**config.mk**
```make
export PLATFORM = sky130hd
export DESIGN_NAME = mux_16x1_arbiter
export DESIGN_NICKNAME = d
export VERILOG_FILES = /design/src/rtl/mux_16x1_arbiter.sv
export SDC_FILE = /design/constraint.sdc
export NUM_CORES = 1
export LEC_CHECK = 0
export CAP_MARGIN = 20
export CORE_UTILIZATION = 57
export DETAILED_ROUTE_END_ITERATION = 6
export GPL_TIMING_DRIVEN = 0
export PLACE_DENSITY_LB_ADDON = 0.15
export SLEW_MARGIN = 30
export SYNTH_ARGS = -nofsm -noshare
export SYNTH_HDL_FRONTEND = slang
export SYNTH_SLANG_ARGS = --single-unit
```
**constraint.sdc**
```tcl
create_clock -name clk -period 6.7 [get_ports clk]
set_input_delay 1.34 -clock clk [delete_from_list [all_inputs] [get_ports clk]]
set_output_delay 1.34 -clock clk [all_outputs]
set_load 0.01 [all_outputs]
```
**src/rtl/mux_16x1_arbiter.sv**
```systemverilog
// mux_16x1_arbiter: round-robin arbiter that time-multiplexes one mux_16x1
// datapath among 16 requesters and registers the selected bit with a valid.
//
// Optional feature macro: ARB_HOLD_EN
//   defined   - a grant lasts until req[sel] drops; SLOT_LEN has no effect
//   undefined - each grant is bounded to SLOT_LEN cycles (default)
//
// Ports:
//   clk        - clock, rising edge
//   rst        - synchronous active-high reset
//   req[15:0]  - per-requester request
//   in[15:0]   - per-requester data bit
//   gnt[15:0]  - one-hot grant (registered), zero when idle
//   sel[3:0]   - granted index (registered), drives the mux select
//   busy       - OR of gnt (registered)
//   dout       - in[sel] captured one cycle later
//   dout_valid - busy delayed one cycle, qualifies dout

// Combinational 16:1 bit selector shared by all requesters.
module mux_16x1 (
  input  logic [15:0] in,
  input  logic [3:0]  sel,
  output logic        out_c
);
  assign out_c = in[sel];
endmodule

module mux_16x1_arbiter #(
  parameter int unsigned SLOT_LEN = 4
) (
  input  logic        clk,
  input  logic        rst,
  input  logic [15:0] req,
  input  logic [15:0] in,
  output logic [15:0] gnt,
  output logic [3:0]  sel,
  output logic        busy,
  output logic        dout,
  output logic        dout_valid
);

  localparam int unsigned N  = 16;
  localparam int unsigned SW = 4;
  localparam int unsigned CW = 4;
  localparam logic [CW-1:0] CNT_LOAD = CW'(SLOT_LEN - 1);

  typedef enum logic {
    IDLE,
    GRANT
  } state_t;

  state_t        state, state_n;
  logic [SW-1:0] ptr, ptr_n;
  logic [CW-1:0] cnt, cnt_n;
  logic [SW-1:0] sel_n;
  logic [N-1:0]  gnt_n;
  logic          busy_n;

  logic [SW-1:0] scan_start;
  logic          win_found;
  logic [SW-1:0] win_idx;
  logic          slot_end;
  logic          mux_out;

  // First set request at or after start, wrapping 15 -> 0.
  function automatic logic [SW:0] rr_pick(input logic [N-1:0] r, input logic [SW-1:0] start);
    logic          found;
    logic [SW-1:0] idx;
    logic [SW-1:0] win;
    found = 1'b0;
    win   = '0;
    for (int i = 0; i < int'(N); i++) begin
      idx = start + SW'(i);
      if (!found && r[idx]) begin
        found = 1'b1;
        win   = idx;
      end
    end
    return {found, win};
  endfunction

  // In GRANT the next pointer is sel+1, so re-arbitration scans from there
  // in the same cycle; a sole persistent requester wraps back to itself.
  always_comb begin
    scan_start           = (state == GRANT) ? (sel + SW'(1)) : ptr;
    {win_found, win_idx} = rr_pick(req, scan_start);
  end

`ifdef ARB_HOLD_EN
  assign slot_end = !req[sel];
`else
  assign slot_end = (cnt == '0) || !req[sel];
`endif

  // Next-state and next-output logic.
  always_comb begin
    state_n = state;
    ptr_n   = ptr;
    cnt_n   = cnt;
    sel_n   = sel;
    gnt_n   = gnt;
    case (state)
      IDLE: begin
        if (win_found) begin
          sel_n   = win_idx;
          gnt_n   = N'(1) << win_idx;
          cnt_n   = CNT_LOAD;
          state_n = GRANT;
        end
      end
      GRANT: begin
        if (!slot_end) begin
          cnt_n = cnt - CW'(1);
        end else begin
          ptr_n = sel + SW'(1);
          if (win_found) begin
            sel_n = win_idx;
            gnt_n = N'(1) << win_idx;
            cnt_n = CNT_LOAD;
          end else begin
            sel_n   = '0;
            gnt_n   = '0;
            state_n = IDLE;
          end
        end
      end
      default: begin
        sel_n   = '0;
        gnt_n   = '0;
        state_n = IDLE;
      end
    endcase
    busy_n = |gnt_n;
  end

  mux_16x1 u_mux (
    .in    (in),
    .sel   (sel),
    .out_c (mux_out)
  );

  // State and output registers.
  always_ff @(posedge clk) begin
    if (rst) begin
      state      <= IDLE;
      ptr        <= '0;
      cnt        <= '0;
      sel        <= '0;
      gnt        <= '0;
      busy       <= 1'b0;
      dout       <= 1'b0;
      dout_valid <= 1'b0;
    end else begin
      state      <= state_n;
      ptr        <= ptr_n;
      cnt        <= cnt_n;
      sel        <= sel_n;
      gnt        <= gnt_n;
      busy       <= busy_n;
      dout       <= mux_out;
      dout_valid <= busy;
    end
  end

endmodule
```
==> reports/results.ini <==
[final_layout]
final_cell_mix=clkdlybuf4s50_1, nand2_1, nor2_1, dfxtp_1, a21oi_1
final_common_cell=clkdlybuf4s50_1
utilization_pct=71.52
syn_to_final_growth_pct=19.38
n_antenna_cell=0
drive_gt1_share_pct=16.73
fin_area_mm2=0.004940
nNetsFinal=568
stdcell_count=622

[clock_network]
cts_max_level=2
path_clk_slew_ns=0.08
post-cts-setup-buffers=0
cts_resized=0
cts.path.max_buffers=2
cts_tree=done
cts_hold_buf=0
clk_latency_ns=0.29
cts_root_buf=clkbuf_8
cts-buffers-inserted=5
clock-sinks=32

[critical_path]
crit_buf_inv=3
cp_top_family=multiplexers
startpoint_type=register
worstPathCellList=ha_1, mux2i_1, clkbuf_1, clkbuf_1, ha_1, clkbuf_1, mux4_2, mux2i_1, nor4_4, and4_1, and3_1, a2111oi_0, a211oi_2, or4b_1, a21oi_1
cpMostUsedCell=clkbuf_1
cp_data_required_time_ns=6.92
cp.arrival_ns=6.35
crit_type=reg2reg
slowest_stage=mux4_2
crit_fanout=13
path_depth=15
endpoint_kind=register
cpPeakStageDelay_ns=0.65
r2r_cells=15

[global_routing]
grt_start_max_net_pins=14
grt_pass1_vias=3943
grt_overflow=0
antenna_found_initial=0
grt_pass1_wl_um=20700
grt.total_usage_pct=35.92

[die]
die-width_um=87.20
dieArea_mm2=0.007604
start_util_pct=59.91
fp.coreArea_mm2=0.006907
rows=30
die-height_um=87.20
ioPinCount=57

[sta]
setup_tns_ns=0
finalCriticalPeriod_ns=6.128
fin_ws_ns=0.5720
rsz0062_at_grt=false
hold_viol=0
fmax_mhz=163.2
slew_viol_final=0
slew-limit-headroom_pct=50.58
setup_violations=0
period_share_pct=91.46
tightest_slew_ns=0.7207
whs_ns=0.4646
clock_skew_ns=0.007292

[place]
dpl.hpwl_um=10310
io_buffers=56
dp_slack_ns=0.7296
gp_congestion=1.022
placed_area_mm2=0.004818
dp.cells=614

[power_and_ir_drop]
leakage_nw=1.761
pwr-share-seq_pct=9.6
powerDensity_mw_per_mm2=584.4
p_sw_share_pct=54.91
p_sw_mw=1.585
internal-power_mw=1.302
pwr-share-comb_pct=83.8
ir_worst_vdd_uv=422.3
power.total_mw=2.887
clockPowerShare_pct=6.6

[run]
cap_violations=0

[detailed_routing]
drt_iter0_drc=476
drc=0
wl_um=13370
vias=4365
first_pass_iters=6
wl_per_cell_um=21.49
ant_nets=0
via_per_inst=7.018

[synthesis]
ys_ff_latch=32
synth.area.top_cells=dfxtp_1, mux4_2, mux2i_1
synth_cell_type_count=86
yosysSeqAreaShare_pct=15.48
synth_edf_count=0
synthCells=462
yosys.area.top_type=dfxtp_1
ys.flop_type=dfxtp_1
synth.top_cell.area_share_pct=15.48
yosysWarningCount=0
post_synth_instance_area_mm2=0.004138
avgSynthCellArea_um2=8.956
synthArstFlopShare_pct=0
synth_nets=505

[run_status]
status=completed

[min_path]
hold_class=reg2reg
whs_path_depth=1

[power by group through the flow]
stage                     clock [mW]  combinational [mW]  sequential (mW)
after detailed placement           0                2.32            0.280
after floorplan                    0                1.72            0.291
after CTS                      0.190                2.34            0.276
after global routing           0.199                2.56            0.282
final                          0.190                2.42            0.277
after global placement             0                2.30            0.277
[final cells by class]
| type | instances | area [um2] |
|---|---|---|
| sequential | 32 | 640.6 |
| timing repair buffer | 56 | 560.5 |
| tap | 96 | 120.1 |
| buffer | 27 | 138.9 |
| multi-input combinational | 393 | 3326 |
| clock buffer | 5 | 68.82 |
| clock inverter | 3 | 42.54 |
| inverter | 10 | 42.54 |
| fill | 551 | 1967 |
[worst reg2reg max path: cells and delay by family, from the launching register on]
kind | cells | cell delay, ns
muxes | 3 | 1.56
buffers and inverters | 3 | 1.45
and+or+nand+nor | 4 | 1.12
AOI/OAI and AO/OA | 3 | 0.90
adders and majority gates | 2 | 0.56
DFF | 1 | 0.47
[final timing paths]
kind	start	to	slack, ns
setup / recovery	sel[0]	gnt[2]	0.57
hold / removal	busy	dout_valid	0.46
setup reg to reg	sel[0]	gnt[2]	0.57
hold reg to reg	busy	dout_valid	0.46
[flip-flops by register name, summed over array words and instances, names as in the netlist]
| signal | flops |
|---|---|
| gnt | 16 |
| cnt | 4 |
| ptr | 4 |
| sel | 4 |
| busy | 1 |
| dout | 1 |
| dout_valid | 1 |
| state | 1 |
[logic make-up after synthesis]
family / share of synthesized area [%]
simple gates: 21.41
compound gates: 23.92
mux: 26.67
buf+inv: 4.385
flops: 15.48
xor+xnor: 5.413
fa+ha+maj: 2.722
[cells in the mapped netlist (all sizes together) (5+ instances only)]
| library cell | instances |
|---|---|
| a2111oi | 5 |
| a211o | 6 |
| a211oi | 9 |
| a21o | 6 |
| a21oi | 30 |
| a31oi | 6 |
| and2 | 5 |
| buf | 14 |
| clkbuf | 13 |
| dfxtp | 32 |
| ha | 9 |
| inv | 9 |
| mux2 | 11 |
| mux2i | 35 |
| mux4 | 25 |
| nand2 | 50 |
| nand2b | 5 |
| nand3 | 13 |
| nand4 | 10 |
| nand4b | 7 |
| nor2 | 37 |
| nor3 | 8 |
| nor4 | 8 |
| o211ai | 8 |
| o21ai | 15 |
| o22ai | 6 |
| o31ai | 5 |
| xnor2 | 13 |
[layer usage]
| metal | routed length (um) | up-vias | share of wire (%) | global-route usage (%) |
|---|---|---|---|---|
| met3 | 1365 | 53 | 10 | 8.815 |
| met4 | 455 | 0 | 3.4 | 10.73 |
| li1 | - | 1946 | - | - |
| met5 | 0 | - | 0 | 0 |
| met2 | 6018 | 291 | 45 | 55.62 |
| met1 | 5528 | 2075 | 41 | 49.67 |
(Power assumes the default switching activity.)
